## src/rtl/muldiv_unit_pkg.sv

```systemverilog
`default_nettype none
// ============================================================================
// Module      : muldiv_unit_pkg
// Description : Shared constants, funct3 encodings, FSM state encoding and
//               operand-signedness helpers for the RV32M multiply/divide unit.
// Revision    : 1.0 - initial release
// ============================================================================
package muldiv_unit_pkg;

    localparam int XLEN = 32;

    // M-extension funct3 encodings
    localparam logic [2:0] MD_MUL    = 3'b000;
    localparam logic [2:0] MD_MULH   = 3'b001;
    localparam logic [2:0] MD_MULHSU = 3'b010;
    localparam logic [2:0] MD_MULHU  = 3'b011;
    localparam logic [2:0] MD_DIV    = 3'b100;
    localparam logic [2:0] MD_DIVU   = 3'b101;
    localparam logic [2:0] MD_REM    = 3'b110;
    localparam logic [2:0] MD_REMU   = 3'b111;

    typedef enum logic [1:0] {
        MD_IDLE = 2'd0,
        MD_RUN  = 2'd1,
        MD_DONE = 2'd2
    } md_state_t;

    // rs1 is interpreted as signed for these ops
    function automatic logic md_signed_a(input logic [2:0] op);
        return op inside {MD_MUL, MD_MULH, MD_MULHSU, MD_DIV, MD_REM};
    endfunction

    // rs2 is interpreted as signed for these ops (MULHSU keeps rs2 unsigned)
    function automatic logic md_signed_b(input logic [2:0] op);
        return op inside {MD_MUL, MD_MULH, MD_DIV, MD_REM};
    endfunction

endpackage
`default_nettype wire

```

## src/rtl/muldiv_unit.sv

```systemverilog
`default_nettype none
// ============================================================================
// Module      : muldiv_unit
// Description : Iterative RV32M multiply/divide unit for the Execute stage.
//               Works on operand magnitudes, one shift-add or restoring
//               subtract step per cycle through one shared adder, and fixes
//               the sign when the last step completes.
// Revision    : 1.0 - initial release
// ============================================================================
module muldiv_unit #(
    parameter int XLEN  = 32,
    parameter int ITERS = 32
) (
    input  logic            CLK,
    input  logic            RST,
    input  logic            StartE,
    input  logic [2:0]      MulDivOpE,
    input  logic [XLEN-1:0] SrcAE,
    input  logic [XLEN-1:0] SrcBE,
    input  logic            FlushE,
    output logic            StallMDE,
    output logic            DoneE,
    output logic [XLEN-1:0] MulDivResultE
);
    import muldiv_unit_pkg::*;

    localparam int            CW     = $clog2(ITERS);
    localparam logic [CW-1:0] c_last = CW'(ITERS - 1);

    md_state_t       r_state;
    md_state_t       w_state_nxt;
    logic            w_accept;

    logic [2:0]      r_op;
    logic [XLEN-1:0] r_hi;      // product high half / partial remainder
    logic [XLEN-1:0] r_lo;      // multiplier / dividend shifting into quotient
    logic [XLEN-1:0] r_opnd;    // multiplicand / divisor magnitude
    logic            r_neg_res; // negate product or quotient at the end
    logic            r_neg_rem; // negate remainder at the end
    logic [CW-1:0]   r_cnt;
    logic [XLEN-1:0] r_result;

    // Operand conditioning at start
    logic            w_sign_a, w_sign_b, w_is_div;
    logic [XLEN-1:0] w_mag_a, w_mag_b;
    logic            w_div_zero, w_div_ovf, w_special;
    logic [XLEN-1:0] w_special_res;

    assign w_is_div   = MulDivOpE[2];
    assign w_sign_a   = md_signed_a(MulDivOpE) & SrcAE[XLEN-1];
    assign w_sign_b   = md_signed_b(MulDivOpE) & SrcBE[XLEN-1];
    assign w_mag_a    = w_sign_a ? (~SrcAE + 1'b1) : SrcAE;
    assign w_mag_b    = w_sign_b ? (~SrcBE + 1'b1) : SrcBE;
    assign w_div_zero = w_is_div & (SrcBE == '0);
    assign w_div_ovf  = ((MulDivOpE == MD_DIV) | (MulDivOpE == MD_REM)) &
                        (SrcAE == {1'b1, {(XLEN-1){1'b0}}}) & (SrcBE == '1);
    assign w_special  = w_div_zero | w_div_ovf;
    // Divide by zero: quotient all-ones, remainder = dividend.
    // Signed overflow: quotient = most negative value, remainder zero.
    assign w_special_res = w_div_zero ? (MulDivOpE[1] ? SrcAE : '1)
                                      : (MulDivOpE[1] ? '0 : {1'b1, {(XLEN-1){1'b0}}});

    // Shared 33-bit adder/subtractor; extra top bit is the carry/no-borrow flag
    logic [XLEN:0]   w_add_a, w_add_b;
    logic            w_sub;
    logic [XLEN+1:0] w_sum;

    assign w_sub   = r_op[2];
    assign w_add_a = r_op[2] ? {r_hi, r_lo[XLEN-1]} : {1'b0, r_hi};
    assign w_add_b = (r_op[2] | r_lo[0]) ? {1'b0, r_opnd} : '0;
    assign w_sum   = {1'b0, w_add_a} + {1'b0, w_add_b ^ {(XLEN+1){w_sub}}}
                   + {{(XLEN+1){1'b0}}, w_sub};

    // One iteration: multiply shifts the sum right, divide keeps the trial
    // difference only when it did not borrow and shifts that bit into the quotient
    logic            w_q_bit;
    logic [XLEN-1:0] w_hi_nxt, w_lo_nxt;

    assign w_q_bit  = w_sum[XLEN+1];
    assign w_hi_nxt = r_op[2] ? (w_q_bit ? w_sum[XLEN-1:0] : {r_hi[XLEN-2:0], r_lo[XLEN-1]})
                              : w_sum[XLEN:1];
    assign w_lo_nxt = r_op[2] ? {r_lo[XLEN-2:0], w_q_bit}
                              : {w_sum[0], r_lo[XLEN-1:1]};

    // Sign fix-up of the final step's values
    logic [2*XLEN-1:0] w_prod, w_prod_s;
    logic [XLEN-1:0]   w_quo, w_rem, w_final;

    assign w_prod   = {w_hi_nxt, w_lo_nxt};
    assign w_prod_s = r_neg_res ? (~w_prod + 1'b1) : w_prod;
    assign w_quo    = r_neg_res ? (~w_lo_nxt + 1'b1) : w_lo_nxt;
    assign w_rem    = r_neg_rem ? (~w_hi_nxt + 1'b1) : w_hi_nxt;
    assign w_final  = r_op[2] ? (r_op[1] ? w_rem : w_quo)
                              : ((r_op == MD_MUL) ? w_prod_s[XLEN-1:0] : w_prod_s[2*XLEN-1:XLEN]);

    // State register
    always_ff @(posedge CLK or negedge RST) begin
        if (!RST) r_state <= MD_IDLE;
        else      r_state <= w_state_nxt;
    end

    // Next-state, stall and done decode; flush always wins
    always_comb begin
        w_state_nxt = r_state;
        w_accept    = 1'b0;
        StallMDE    = 1'b0;
        DoneE       = 1'b0;
        case (r_state)
            MD_IDLE: begin
                if (StartE && !FlushE) begin
                    w_accept    = 1'b1;
                    StallMDE    = 1'b1;
                    w_state_nxt = w_special ? MD_DONE : MD_RUN;
                end
            end
            MD_RUN: begin
                StallMDE = 1'b1;
                if (FlushE)               w_state_nxt = MD_IDLE;
                else if (r_cnt == c_last) w_state_nxt = MD_DONE;
            end
            MD_DONE: begin
                DoneE       = !FlushE;
                w_state_nxt = MD_IDLE;
            end
            default: w_state_nxt = MD_IDLE;
        endcase
    end

    // Datapath: load magnitudes on accept, iterate in RUN, capture the result
    always_ff @(posedge CLK or negedge RST) begin
        if (!RST) begin
            r_op      <= '0;
            r_hi      <= '0;
            r_lo      <= '0;
            r_opnd    <= '0;
            r_neg_res <= 1'b0;
            r_neg_rem <= 1'b0;
            r_cnt     <= '0;
            r_result  <= '0;
        end else if (w_accept) begin
            r_op      <= MulDivOpE;
            r_hi      <= '0;
            r_lo      <= w_is_div ? w_mag_a : w_mag_b;
            r_opnd    <= w_is_div ? w_mag_b : w_mag_a;
            r_neg_res <= w_sign_a ^ w_sign_b;
            r_neg_rem <= w_sign_a;
            r_cnt     <= '0;
            if (w_special) r_result <= w_special_res;
        end else if (r_state == MD_RUN && !FlushE) begin
            r_hi  <= w_hi_nxt;
            r_lo  <= w_lo_nxt;
            r_cnt <= r_cnt + 1'b1;
            if (r_cnt == c_last) r_result <= w_final;
        end
    end

    assign MulDivResultE = r_result;

endmodule
`default_nettype wire

```

## config.mk

```make
export PLATFORM = sky130hd
export DESIGN_NAME = muldiv_unit
export DESIGN_NICKNAME = d
export VERILOG_FILES = /design/src/rtl/muldiv_unit_pkg.sv /design/src/rtl/muldiv_unit.sv
export SDC_FILE = /design/constraint.sdc
export NUM_CORES = 1
export LEC_CHECK = 0
export BUFFER_PORTS_ARGS = -buffer_cell sky130_fd_sc_hd__buf_2
export CELL_PAD_IN_SITES_DETAIL_PLACEMENT = 1
export CELL_PAD_IN_SITES_GLOBAL_PLACEMENT = 1
export CORE_MARGIN = 4
export CORE_UTILIZATION = 42
export CTS_BUF_LIST = sky130_fd_sc_hd__clkbuf_4
export DETAILED_ROUTE_END_ITERATION = 8
export PLACE_DENSITY = 0.87
export SYNTH_ARGS = -nofsm -noshare
export SYNTH_HDL_FRONTEND = slang
export SYNTH_SLANG_ARGS = --single-unit
```

## constraint.sdc

```tcl
create_clock -name CLK -period 7.55 [get_ports CLK]
set_clock_uncertainty 0.15 [all_clocks]
set_input_delay 0.3775 -clock CLK [delete_from_list [all_inputs] [get_ports CLK]]
set_output_delay 0.3775 -clock CLK [all_outputs]
set_load 0.005 [all_outputs]
```

; After elaboration in Yosys (flattened, before gate mapping)
; Cells that the tools add are included.
[word_totals]
ff_bits = 140
output_inout_bits = 34
[classes]
n_addsub = 8
n_eq_ne = 12
mux = 37
n_bitwise = 15
n_reduce_logical = 13
[op_table]
columns = operator, count
row1 = two-way mux 32 bit, 24
row2 = "adder 32 x 1 -> 32 bit, second input constant", 4
row3 = inverter 32 bit, 4
row4 = "adder 64 x 1 -> 64 bit, second input constant", 1
row5 = "equality test 32 bit, second input constant", 2
row6 = two-way mux 64 bit, 1
row7 = inverter 64 bit, 1
row8 = adder 33 x 33 -> 34 bit, 1
row9 = adder 34 x 1 -> 34 bit, 1
row10 = two-way mux 33 bit, 1
row11 = bitwise XOR 32 x 33 -> 33 bit, 1
row12 = zero test 32 bit, 1
row13 = two-way mux 5 bit, 2
row14 = two-way mux 2 bit, 4
row15 = "equality test 3 bit, second input constant", 2
row16 = zero test 3 bit, 2
row17 = "adder 5 x 1 -> 5 bit, second input constant", 1
row18 = AND 1 bit, 5
row19 = "equality test 5 bit, second input constant", 1
row20 = nonzero test 5 bit, 1
row21 = one-hot mux 2 bit (2 select lines), 1
row22 = nonzero test 2 bit, 2
row23 = nonzero test 4 bit, 1
row24 = "equality test 3 x 1 -> 1 bit, second input constant", 1
row25 = other kinds (15), 20

; Longest topological paths before layout
[logic_depth]
ltp_word = 15
depth_mapped = 37
mapped_depth_nobuf = 23

; Worst setup path before layout
; No wires, ideal clock.
[synth_path]
kind = register to register
startpoint = register r_op[2]
endpoint = register r_result[22] (netlist: MulDivResultE[22])
setup_ns = 0.066
arrival_ns = 7.626
path_slack_ns = -0.292
stages_incl_launch_ff = 34
cell_sequence = dfrtp_1 > buf_2 > buf_2 > buf_2 > buf_2 > buf_2 > buf_2 > buf_2 > buf_1 > clkbuf_1 > buf_2 > buf_1 > mux2_2 > ha_1 > buf_2 > a21oi_2 > o21ai_1 > o21ai_1 > a31oi_1 > or2_1 > buf_2 > or3_1 > mux2_2 > nand2_1 > ha_1 > nand3_1 > nor3_1 > o22ai_1 > nor4_1 > nand4_2 > o31ai_1 > xor2_1 > a2111oi_0 > a221o_1
[synth_between]
elab_chain_len = 15
[synth_rtl]
columns = item, line_no
row1 = from (decl), muldiv_unit.sv:34  ; logic [2:0] r_op;
row2 = from (signal assigned), muldiv_unit.sv:141  ; r_op <= MulDivOpE;
row3 = OR 1 bit, muldiv_unit.sv:70  ; assign w_add_b = (r_op[2] | r_lo[0]) ? {1'b0, r_opnd} : '0;
row4 = two-way mux 32 bit, muldiv_unit.sv:70
row5 = bitwise XOR 32 x 33 -> 33 bit, muldiv_unit.sv:71  ; assign w_sum = {1'b0, w_add_a} + {1'b0, w_add_b ^ {(XLEN+1){w_sub}}}
row6 = adder 33 x 33 -> 34 bit, muldiv_unit.sv:71
row7 = adder 34 x 1 -> 34 bit, muldiv_unit.sv:72  ; + {{(XLEN+1){1'b0}}, w_sub};
row8 = two-way mux 32 bit (2 in a row), muldiv_unit.sv:80  ; assign w_hi_nxt = r_op[2] ? (w_q_bit ? w_sum[XLEN-1:0] : {r_hi[XLEN-2:0], r_lo[XLEN-1]})
row9 = inverter 64 bit / inverter 32 bit (equally long branches), "muldiv_unit.sv:90, muldiv_unit.sv:92"
row10 = adder 64 x 1 -> 64 bit / adder 32 x 1 -> 32 bit (equally long branches), "muldiv_unit.sv:90, muldiv_unit.sv:92"
row11 = two-way mux 64 bit / two-way mux 32 bit (equally long branches), "muldiv_unit.sv:90, muldiv_unit.sv:92"
row12 = "two-way mux 32 bit, on equally long branches", "muldiv_unit.sv:94, muldiv_unit.sv:93"
row13 = two-way mux 32 bit (*), muldiv_unit.sv:93  ; assign w_final = r_op[2] ? (r_op[1] ? w_rem : w_quo)
row14 = two-way mux 32 bit (*), muldiv_unit.sv:153  ; if (r_cnt == c_last) r_result <= w_final;
row15 = two-way mux 32 bit (*), muldiv_unit.sv:149  ; end else if (r_state == MD_RUN && !FlushE) begin
row16 = two-way mux 32 bit (*), muldiv_unit.sv:140  ; end else if (w_accept) begin
row17 = to (signal assigned), muldiv_unit.sv:148  ; if (w_special) r_result <= w_special_res;
row18 = to (signal assigned), muldiv_unit.sv:153
row19 = to (decl), muldiv_unit.sv:41  ; logic [XLEN-1:0] r_result;
; Mark *: on every way between the ends. The rest lies on a longest branch, timed or not. The select of a mux whose other input is x is not followed.
; A chain may end at the register's enable or synchronous reset.

; Final worst setup path
; Ends and elaborated chain as after synthesis.

==> impl_results.md <==
* Result of the run: finished clean
* P_int at approximately 2.7 mW
* Worst IR drop on VDD at 0.0001507 V
* Library cells used by synthesis at 85
* Power dissipated by switching net loads at about 3.7 mW
* Cts bufs inserted at 17
* Hold Vio Cnt, Final at 0
* Root buffer cell: clkbuf_4
* Max-cap check violation count at 0
* EDFF count, synth at 0
* Die width at about 200 um
* Synth Register Bits at 140
* WL final at around 65000 um
* Clock power frac at ~8.7%
* Leading cell type in the layout, fill and taps excluded: nand2_1
* Clock edge transition at the registers on the reported setup and hold paths at 0.17 ns
* Most frequent cells in the layout: 270 x nand2_1, 256 x o21ai_0, 175 x nor2_1
* Setup repair after global routing missed its margin: false
* Area enclosed by the die boundary at 0.03860 mm2
* Synthesis Warnings at 0
* HP Start: SrcBE[29]
* Number of detailed-routing iterations run before antenna repair at 6
* Post-place setup slack at 0.9738 ns
* Reg2Reg Depth at 21
* Endpoint class of the critical path: flip-flop
* Data arrival time of the worst path at 7.12 ns
* Number of nets in the layout at 2197
* Syn Nets at 2164
* Vias per inst at 6.485
* Fraction of power consumed by sequential logic at 20.1%
* Die Span Y at 196.5 um
* Time the final worst path needs with I/O delays and setup at 6.690 ns
* Half-perimeter wire length after detailed placement at 50570 um
* Via count of the first global-routing pass at 16504
* Part of the Yosys area used for sequential elements at 23.48%
* Maximum count of clock buffers along a single path at 2
* I/O pins at 105
* Global-route wire length before repair at ~100000 um
* Final Total Pwr at 6.412 mW
* Insertion delay to the later sink of the worst-skew pair at ~0.64 ns
* Number of antenna violations at the first check in global routing at 2
* Post-synthesis area per instance at roughly 7.3 um2
* Input/output buffers at between 100 and 150
* Sink Count at 140
* Required arrival time at the worst endpoint at 7.98 ns
* Post-route core utilization at between 40% and 50%
* Combinational fraction of design power at 71.2%
* Setup slack of the worst register-to-register path at 0.86 ns
* CP startpoint kind: flip-flop
* Number of remaining DRC errors at 0
* Worst hold stages at 4
* Leakage power figure at 6.559 nW
* Core Area at 0.03480 mm2
* Average detailed-routed wire length per instance at roughly 25 um
* Ys flop type: dfrtp_1
* Post-CTS Setup Repair Bufs at 0
* Kind of path behind the tightest hold check: in -> reg
* Combined area of all synthesized cells at 0.01492 mm2
* Max_slew headroom at 25.61%
* GRT Overall Usage at 32.78%
* CTS tree: yes
* Slowest stage cell, crit path: dfrtp_4
* Total vias in the final route at 16581
* Initial core utilization at 42.87%
* Remaining number of nets flagged by the antenna check after routing at 0
* Area delta synth->final at 8.621%
* RR Endpoint: MulDivResultE[22]
* Sum of negative setup slack at 0 ns
* Dominant delay contributor by cell family on the critical path: compound AO/OA/AOI/OAI gates
* Share of post-route cells with drive strength above 1 at 12.10%
* Transition at the pin with the smallest max-transition slack at 1.116 ns
* Depth of the CTS H-tree at 4
* Setup CP Type: reg -> reg
* Final worst slack at 0.8599 ns
* Part of the cycle the worst path needs at a little under 90%
* Final RePlAce weighted congestion at around 0.96
* Power density over the cells at 395.7 mW/mm2
* Reg-to-reg startpoint: r_op[2]
* Largest net degree at the start of global routing at 124
* Synth async-reset ratio at 100.0%
* Hold Path Sink: r_opnd[29]
* Bufs and invs on worst path at 1
* DR iter-0 viols at approximately 1600
* Post-Synthesis Cells at 2054
* Peak Freq at 149.5 MHz
* Total congestion overflow at 0
* Delay contributed by the slowest stage of the critical path at 0.74 ns
* Num rows at 68
* Endpoints failing setup at 0
* Count of final max-slew check failures at 0
* Critical path fanouts, max at 45
* Switching share of total power at 57.57%
* List of cells traversed by the critical path: buf_4, mux2_2, ha_1, a21oi_1, o21ai_1, o21ai_1, a31oi_1, or2_1, or3_1, mux2_2, nand2_1, ha_1, nand3_1, a21oi_1, o22ai_1, nor4_2, nand4_2, o31ai_1, xor2_1, a2111oi_0, a221o_1
==> kinds of logic after synthesis <==
| group | share of synthesized area [%] |
|---|---|
| multiplexers | 5.283 |
| buffers and inverters | 5.099 |
| AND/OR/NAND/NOR | 22.82 |
| adder cells (fa/ha/maj) | 3.321 |
| flip-flops | 23.48 |
| XOR/XNOR | 9.804 |
| AO/OA/AOI/OAI | 30.19 |
==> through the flow <==
step	instance area [um2]	std cells	hold WS [ns]
floorplan	14930	2054	-0.06809
global placement	15820	2515	0.2835
detailed placement	15820	2515	0.2922
CTS	16200	2555	0.003232
global route	16200	2556	0.03384
finish	16210	2557	0.03215
==> final cells by class <==
type / count / area [um2]
Timing Repair Buffer: 156 / 939.7
Clock inverter: 15 / 173.9
Fill cell: 4451 / 18590
Sequential cell: 140 / 3507
Inverter: 52 / 195.2
Tap cell: 455 / 569.3
Clock buffer: 17 / 127.6
Antenna cell: 2 / 5.005
Multi-Input combinational cell: 1720 / 10690
==> flip-flops by register name, indices dropped and copies added, names as in the netlist <==
signal / count
r_neg_res: 1
r_lo: 32
r_state: 2
r_hi: 32
r_opnd: 32
r_cnt: 5
r_neg_rem: 1
MulDivResultE: 32
r_op: 3
==> routing by layer <==
layer	wire length [um]	track usage, %	up-vias
met5	0	0	-
met4	3474	15.88	0
met3	5936	9.128	167
met2	28520	49.88	674
met1	27070	43.05	8184
li1	-	-	7556
==> timing repair <==
action | in CTS | in global routing
hold buffers | 8 | 0
gates resized for setup | 0 | 0
endpoints found under the hold margin | 75 | 0
==> worst register-to-register path, stage by stage, from the launching register on <==
cell and delay (ns):
dfrtp_4 0.74, buf_4 0.53, mux2_2 0.40, ha_1 0.44
a21oi_1 0.25, o21ai_1 0.16, o21ai_1 0.20, a31oi_1 0.13
or2_1 0.26, or3_1 0.42, mux2_2 0.33, nand2_1 0.15
ha_1 0.23, nand3_1 0.09, a21oi_1 0.21, o22ai_1 0.20
nor4_2 0.33, nand4_2 0.32, o31ai_1 0.33, xor2_1 0.10
a2111oi_0 0.50, a221o_1 0.18
==> power by group through the flow <==
stage | logic, mW | clock network, mW | registers [mW]
after floorplan | 3.09 | 0 | 1.14
after global placement | 4.31 | 0 | 1.27
after detailed placement | 4.43 | 0 | 1.29
after CTS | 4.45 | 0.560 | 1.27
after global routing | 4.91 | 0.590 | 1.31
final | 4.56 | 0.559 | 1.29
==> synthesized netlist by cell type, drive strengths merged, types with 12 or more instances <==
cell type,n,area [um2]
o21ai,277,1386
nand2,270,1013
nor2,178,673.1
a21oi,160,808.3
dfrtp,140,3503
clkbuf,106,397.9
xnor2,85,744.5
xor2,82,718.2
nor3,55,286.5
o211ai,52,390.4
inv,51,191.4
mux2i,45,450.4
ha,38,475.5
nand3,37,190.2
buf,36,167.7
o31ai,31,237.7
mux2,30,337.8
nand4,27,175.2
a22o,25,219.0
nor4,24,183.9
nand2b,22,137.6
or3,18,113.9
or2,17,106.4
a21o,16,120.1
o41ai,14,130.1
or4,14,105.1
a211oi,13,97.59
a221o,12,120.1
a22oi,12,90.09
and2,12,75.07
==> worst max-delay path by stage <==
stage,from,depth (start not counted),to
2_1_floorplan,r_op[2],33,MulDivResultE[22]
4_1_cts,r_op[2],21,MulDivResultE[22]
6_report,r_op[2],21,MulDivResultE[22]
3_5_place_dp,r_op[2],21,MulDivResultE[22]
3_3_place_gp,r_op[2],21,MulDivResultE[22]
5_1_grt,r_op[2],21,MulDivResultE[22]
No activity file was read; power rests on OpenSTA's default activity.
